<file path="config.mk">
export PLATFORM = sky130hd
export DESIGN_NAME = f_fetch_stage
export DESIGN_NICKNAME = d
export VERILOG_FILES = /design/src/rtl/mips_defs.sv /design/src/rtl/f_npc_sel.sv /design/src/rtl/f_fetch_stage.sv
export SDC_FILE = /design/constraint.sdc
export NUM_CORES = 1
export LEC_CHECK = 0
export BUFFER_PORTS_ARGS = -buffer_cell sky130_fd_sc_hd__buf_2
export CAP_MARGIN = 20
export CORE_MARGIN = 4
export CORE_UTILIZATION = 40
export DETAILED_ROUTE_END_ITERATION = 10
export PLACE_DENSITY = 0.8
export SKIP_LAST_GASP = 1
export SLEW_MARGIN = 40
export SYNTH_ARGS = -nofsm -noshare
export SYNTH_HDL_FRONTEND = slang
export SYNTH_SLANG_ARGS = --single-unit
</file>
<file path="constraint.sdc">
create_clock -name clk -period 2.48 [get_ports clk]
set_input_delay 0.248 -clock clk [delete_from_list [all_inputs] [get_ports clk]]
set_output_delay 0.248 -clock clk [all_outputs]
set_load 0.02 [all_outputs]
</file>
<file path="src/rtl/mips_defs.sv">
// Shared P7 pipeline definitions: word type, memory map, reset/handler PCs and
// ExcCode values used by the fetch stage and its next-PC selector.
package mips_defs;

  typedef logic [31:0] word_t;
  typedef logic [4:0]  exc_code_t;

  localparam word_t RESET_PC  = 32'h0000_3000;
  localparam word_t EXC_ENTRY = 32'h0000_4180;
  localparam word_t IM_BASE   = 32'h0000_3000;
  localparam word_t IM_LIMIT  = 32'h0000_6ffc;
  localparam word_t PC_STEP   = 32'h0000_0004;

  localparam exc_code_t EXC_NONE = 5'd0;
  localparam exc_code_t EXC_INT  = 5'd0;
  localparam exc_code_t EXC_ADEL = 5'd4;
  localparam exc_code_t EXC_ADES = 5'd5;
  localparam exc_code_t EXC_RI   = 5'd10;
  localparam exc_code_t EXC_OV   = 5'd12;

  // Source chosen for the next architectural PC, highest priority first.
  typedef enum logic [2:0] {
    NpcReq,
    NpcHold,
    NpcEret,
    NpcJump,
    NpcBranch,
    NpcSeq
  } npc_src_e;

  // A fetch is illegal when misaligned or outside the instruction memory window.
  function automatic logic fetch_addr_bad(input word_t addr, input word_t base,
                                          input word_t limit);
    logic misaligned;
    logic below;
    logic above;
    misaligned = (addr[1:0] != 2'b00);
    below      = (addr < base);
    above      = (addr > limit);
    return misaligned | below | above;
  endfunction

endpackage

</file>
<file path="src/rtl/f_npc_sel.sv">
// Combinational next-PC priority mux for the fetch stage: exception entry,
// stall, eret, jump, taken branch, then sequential fetch.
module f_npc_sel
  import mips_defs::*;
#(
  parameter word_t ExcEntry = EXC_ENTRY
) (
  input  logic  req_i,
  input  logic  wr_en_i,
  input  logic  eret_i,
  input  word_t epc_i,
  input  logic  jump_i,
  input  word_t jump_target_i,
  input  logic  br_taken_i,
  input  word_t br_target_i,
  input  word_t pc_i,
  output word_t npc_o
);

  npc_src_e src;
  word_t    pc_plus4;
  word_t    epc_plus4;

  // Both adds wrap modulo 2^32; the carry is intentionally dropped.
  assign pc_plus4  = pc_i + PC_STEP;
  assign epc_plus4 = epc_i + PC_STEP;

  always_comb begin
    src = NpcSeq;
    if (req_i) begin
      src = NpcReq;
    end else if (!wr_en_i) begin
      src = NpcHold;
    end else if (eret_i) begin
      src = NpcEret;
    end else if (jump_i) begin
      src = NpcJump;
    end else if (br_taken_i) begin
      src = NpcBranch;
    end
  end

  always_comb begin
    npc_o = pc_plus4;
    unique case (src)
      NpcReq:    npc_o = ExcEntry;
      NpcHold:   npc_o = pc_i;
      NpcEret:   npc_o = epc_plus4;
      NpcJump:   npc_o = jump_target_i;
      NpcBranch: npc_o = br_target_i;
      NpcSeq:    npc_o = pc_plus4;
      default:   npc_o = pc_plus4;
    endcase
  end

endmodule

</file>
<file path="src/rtl/f_fetch_stage.sv">
// P7 fetch stage: holds the fetch PC, drives the IM address and packages
// PC, instruction, delay-slot flag and fetch ExcCode for the F/D register.
module f_fetch_stage
  import mips_defs::*;
#(
  parameter word_t     ResetPc  = RESET_PC,
  parameter word_t     ExcEntry = EXC_ENTRY,
  parameter word_t     ImBase   = IM_BASE,
  parameter word_t     ImLimit  = IM_LIMIT,
  parameter exc_code_t ExcAdel  = EXC_ADEL
) (
  input  logic        clk,
  input  logic        reset,
  input  logic        WrEn,
  input  logic        Req,
  input  logic        D_eret,
  input  logic [31:0] EPC,
  input  logic        D_br_taken,
  input  logic [31:0] D_br_target,
  input  logic        D_jump,
  input  logic [31:0] D_jump_target,
  input  logic        D_is_bj,
  output logic [31:0] i_inst_addr,
  input  logic [31:0] i_inst_rdata,
  output logic [31:0] F_PC,
  output logic [31:0] F_Instr,
  output logic        F_Delayslot,
  output logic [4:0]  F_EXCcode
);

  word_t pc_q;
  word_t pc_d;
  word_t fetch_pc;
  logic  addr_bad;

  f_npc_sel #(
    .ExcEntry(ExcEntry)
  ) u_npc_sel (
    .req_i        (Req),
    .wr_en_i      (WrEn),
    .eret_i       (D_eret),
    .epc_i        (EPC),
    .jump_i       (D_jump),
    .jump_target_i(D_jump_target),
    .br_taken_i   (D_br_taken),
    .br_target_i  (D_br_target),
    .pc_i         (pc_q),
    .npc_o        (pc_d)
  );

  always_ff @(posedge clk) begin
    if (reset) begin
      pc_q <= ResetPc;
    end else begin
      pc_q <= pc_d;
    end
  end

  // eret has no delay slot, so its target is fetched while eret is still in D.
  assign fetch_pc = D_eret ? EPC : pc_q;
  assign addr_bad = fetch_addr_bad(fetch_pc, ImBase, ImLimit);

  always_comb begin
    i_inst_addr = fetch_pc;
    F_PC        = fetch_pc;
    F_Instr     = i_inst_rdata;
    F_EXCcode   = EXC_NONE;
    if (addr_bad) begin
      F_Instr   = 32'h0;
      F_EXCcode = ExcAdel;
    end
  end

  assign F_Delayslot = D_is_bj & ~D_eret;

endmodule

</file>
## Yosys cells after proc, flatten, opt, wreduce, memory -nomap -nowiden

Index checks and enable logic that the tools add are counted.

| storage, ports and cells | value |
|---|---|
| register bits | 32 |
| bits of input ports | 136 |
| output and inout bits | 102 |
| word-level logic and storage cells | 24 |

| cells by class | value |
|---|---|
| add/sub/neg operators | 2 |
| $lt $le $gt $ge | 2 |
| eq/ne operators | 4 |
| mux-type cells | 9 |
| bitwise operators | 4 |
| reduce and logical (&&, ||, !) cells | 2 |

Operator list:

| kind | number |
|---|---|
| case mux 32 bit (5 select lines) | 1 |
| adder 32 x 3 -> 32 bit (second input constant) | 2 |
| two-way mux 32 bit | 2 |
| greater-than comparator 32 x 15 -> 1 bit (second input constant) | 1 |
| less-than comparator 32 x 14 -> 1 bit (second input constant) | 1 |
| two-way mux 3 bit | 5 |
| equality test 3 x 2 -> 1 bit (second input constant) | 2 |
| equality test 3 x 1 -> 1 bit (second input constant) | 1 |
| equality test 3 bit (second input constant) | 1 |
| zero test 3 bit | 1 |
| OR 1 bit | 2 |
| nonzero test 2 bit | 1 |
| AND 1 bit | 1 |
| two-way mux 1 bit | 1 |
| NOT 1 bit | 1 |

## Longest topological paths before layout

| depth | value |
|---|---|
| depth after elaboration | 7 |
| depth in mapped cells | 13 |
| depth with buffers taken out | 8 |

## By module

From an unflattened synthesis, not the netlist that was laid out.

| second synthesis, totals | value |
|---|---|
| cell total of the unflattened synthesis | 511 |
| area, all modules | 4018.9 µm² |

Modules (own cells, without submodules):

| module | times used | cells each | area an instance (µm²) | sequential area each (µm²) |
|---|---|---|---|---|
| f_npc_sel | 1 | 306 | 2064.5 | 0.0 |
| f_fetch_stage | 1 | 205 | 1954.4 | 640.6 |

## Worst setup path after synthesis

No wires, ideal clock.

| path | value |
|---|---|
| path type | input to register |
| start | input port Req |
| end | register pc_q[24] |
| library setup time | 0.122 ns |
| data arrival time | 2.418 ns |
| required time | 2.358 ns |
| path slack | -0.060 ns |
| cell stages on the path | 13 |
| buffers on the path | 5 |
| path through | buf_6 and3b_1 buf_6 buf_6 clkbuf_1 nand2_1 nand2_1 ha_1 clkbuf_1 o21ai_2 and2b_2 a221oi_1 a311o_1 |

| between the ends | value |
|---|---|
| word-level cells in the longest chain between the ends | 3 |
| elaborated cells on any way between the ends | 7 |
| classes of those cells | 4 x eq/ne; 2 x mux; 1 x reduce/logical |

RTL lines:

| element | line | text |
|---|---|---|
| from (decl) | f_fetch_stage.sv:15 | `input logic Req,` |
| two-way mux 3 bit * | f_npc_sel.sv:30 | `if (req_i) begin` |
| equality test 3 bit (tied with other cells) | f_npc_sel.sv:45 | `unique case (src)` |
| case mux 32 bit (5 select lines) | f_npc_sel.sv:45 |  |
| to (signal assigned) | f_fetch_stage.sv:53 | `pc_q <= ResetPc;` |
| to (signal assigned) | f_fetch_stage.sv:55 | `pc_q <= pc_d;` |
| to (decl) | f_fetch_stage.sv:31 | `word_t pc_q;` |

Every way passes the cells marked *; elsewhere a longest branch is shown, timed or not.
A chain may end at the register's enable or synchronous reset.

## Worst setup path after layout

| path | value |
|---|---|
| start | register pc_q[31] |
| end | output port F_Instr[8] |

| between the ends | value |
|---|---|
| word-level cells in the longest chain between the ends | 5 |
| elaborated cells on any way between the ends | 6 |
| classes of those cells | 2 x order compare; 2 x mux; 2 x bitwise |

RTL lines:

| element | line | text |
|---|---|---|
| two-way mux 32 bit * | f_fetch_stage.sv:60 | `assign fetch_pc = D_eret ? EPC : pc_q;` |
| less-than comparator 32 x 14 -> 1 bit | mips_defs.sv:38 | `below = (addr < base);` |
| OR 1 bit | mips_defs.sv:40 | `return misaligned \| below \| above;` |
| OR 1 bit * | mips_defs.sv:40 |  |
| two-way mux 32 bit * | f_fetch_stage.sv:68 | `if (addr_bad) begin` |
| to (decl) | f_fetch_stage.sv:26 | `output logic [31:0] F_Instr,` |

Marks and branches as above.

==> results.toml <==
[status]
outcome = "complete, no violations"

[clock_tree]
clock_latency_ps = 290
clock-sinks = 32
cts-htree-levels = 2
cts-root-buf = "clkbuf_8"
cts.clk_slew.worst_paths_ps = 70
clockBufferDepth = 2
hold_buffers = 0
numCtsBuffers = 5
tritoncts = "built"

[drt]
drt_pass1_iterations = 5
drtIter0Drc = 364
wirelength_um = 15700
ant_nets = 0
vias = 4552
wl_per_cell_um = 20.4
via_per_inst = 5.91
drc_errors = 0

[sta]
setup_slack_ps = 47.9
post-route-period-util_pct = 98.1
rsz0062_at_grt = "yes"
setup_violations = 0
drv_slew = 0
hold_viol_final = 0
timing.fmax_mhz = 411
skew_ps = 8.75
worst_pin_slew_ps = 589
holdWs_ps = 184
slew_headroom_pct = 60.6
fin_crit_ps = 2430

[pwr]
ir_worst_vdd_mv = 0.185
power-per-cell-area_nw_per_um2 = 332
p_leak_nw = 2.33

[yosys]
synth_top_area_share_pct = 17.4
ys.warnings.count = 0
synth_edf_count = 0
netlist_area_um2 = 3690
ys_seq_area_share_pct = 17.4
synthTopCellsByArea = "dfxtp_1 (17%), mux2_2 (10%), buf_4 (7.9%)"
ys_ff_latch = 32
synth_area_per_cell_um2 = 8.07
synth_ff_type = "dfxtp_1"
synth_cell_types = 58
synth-async-reset-ratio_pct = 0
postSynthCellCount = 457
post-synth-top-area-cell = "dfxtp_1"

[die]
die_w_um = 104
rows = 34
start_util_pct = 41.7
core-area_um2 = 8850
die_area_um2 = 10800
ioPinCount = 238
die_y_um = 104

[layout]
multi_input_area_um2 = 2650
area_growth_pct = 38.3
top_regs = "pc_q x32"
drive_gt1_share_pct = 49.5
most-common-layout-cells = "buf_2 (201), buf_4 (54), nand2_1 (41)"
final.fill_count = 832
top_register = "pc_q"
largest_reg_flops = 32
nets = 798
num_antenna_cells = 0
regArea_um2 = 647
final_common_cell = "buf_2"

[min_path]
hold_class = "input port to register"

[setup_path]
startpoint_type = "register"
worst_ep_required_time_ps = 2230
worstPathArrival_ps = 2180
crit_fanout = 9
end_kind = "output port"
path_class = "register to output port"

[placed_design]
port_buffers = 233
routabilityCongestion = 0.972
place_ws_ps = 20.7
hpwl_um = 12400

[global_route]
grt_max_degree = 34
grt_pass1_vias = 4405
grt_overflow = 0
grt_pass1_wl_um = 23900
antenna_found_initial = 0
grt_util_all_layers_pct = 27.0

[flow_run]
cap_violations = 0
## worst paths after layout
check	to	slack, ps	cells after the start	start
worst max-delay path	F_Instr[8]	50	9	pc_q[31]
worst min register to register	pc_q[1]	530	2	pc_q[1]
worst max register to register	pc_q[31]	350	7	pc_q[20]
worst min-delay path	pc_q[12]	180	2	D_jump_target[12]
## cell families after synthesis
group           after synthesis  synth area share, %
buf+inv                      74                 12.9
mux                          54                 15.9
flops                        32                 17.4
compound gates               99                 20.7
simple gates                168                 26.0
fa+ha+maj                     1                0.339
xor+xnor                     28                 6.65
other cells                   1                0.102
## area by class of cell
class	instances	share of cell area, %
Clock buffer	8	1.77
Inverter	4	0.294
Multi-Input combinational cell	354	51.9
Sequential cell	32	12.7
Tap cell	108	2.65
Timing Repair Buffer	264	30.7
## metrics by stage
step / TNS (ps) / instances / cell area, um^2 / power [mW] / util, %
after CTS: 0 / 768 / 4910 / 1.67 / 55.5
after detailed placement: 0 / 760 / 4810 / 1.22 / 54.4
after global routing: -238 / 770 / 5100 / 1.76 / 57.7
after global placement: 0 / 760 / 4810 / 1.22 / 54.4
after floorplan: 0 / 460 / 3700 / 0.987 / -
final: 0 / 770 / 5100 / 1.69 / 57.7
## routing by layer
| layer | wire length, um | share of wire, % | global-route usage [%] |
|---|---|---|---|
| met4 | 303 | 1.9 | 5.79 |
| met5 | 0 | 0 | 0 |
| met1 | 6100 | 39 | 33.5 |
| met3 | 1340 | 8.5 | 5.28 |
| met2 | 7950 | 51 | 48.3 |
## synthesized netlist by cell type (all sizes together), types with 2 or more instances
cell and count:
inv 4, xor2 7, and4 3, nand3 25, o32ai 4, and3b 2
a221o 4, or4 2, mux2 34, dfxtp 32, nand4 8, nand3b 4
nor3 8, a31oi 4, nor4 6, nor4b 2, and2 34, buf 53
a221oi 5, nor3b 2, a222oi 25, nand2 41, a211oi 2, o21ai 7
a21oi 13, nor2 23, xnor2 21, clkbuf 17, o22ai 20, and3 2
or3 2, a21o 3, mux2i 20, o211ai 3, a22oi 3
## repair_timing
action | CTS | global route
setup buffers | 0 | 1
hold endpoints to repair | 0 | 0
pin swaps | 1 | 3
setup endpoints to repair | 5 | 33
cloned | 0 | 2
gates resized for setup | 1 | 48
## critical path: stages (launching register included)
cell,delay (ps)
dfxtp_2,350
nor4_2,260
nand2_1,100
nor4_2,170
a31oi_2,100
nor4b_4,300
buf_6,170
buf_12,120
and2_1,170
buf_4,160
## power breakdown
| group | internal [mW] | switching (mW) | total (mW) |
|---|---|---|---|
| clock | 0.227 | 0.224 | 0.452 |
| combinational | 0.291 | 0.386 | 0.678 |
| sequential | 0.533 | 0.0292 | 0.563 |
| total | 1.05 | 0.640 | 1.69 |
No activity file was read; power rests on OpenSTA's default activity.
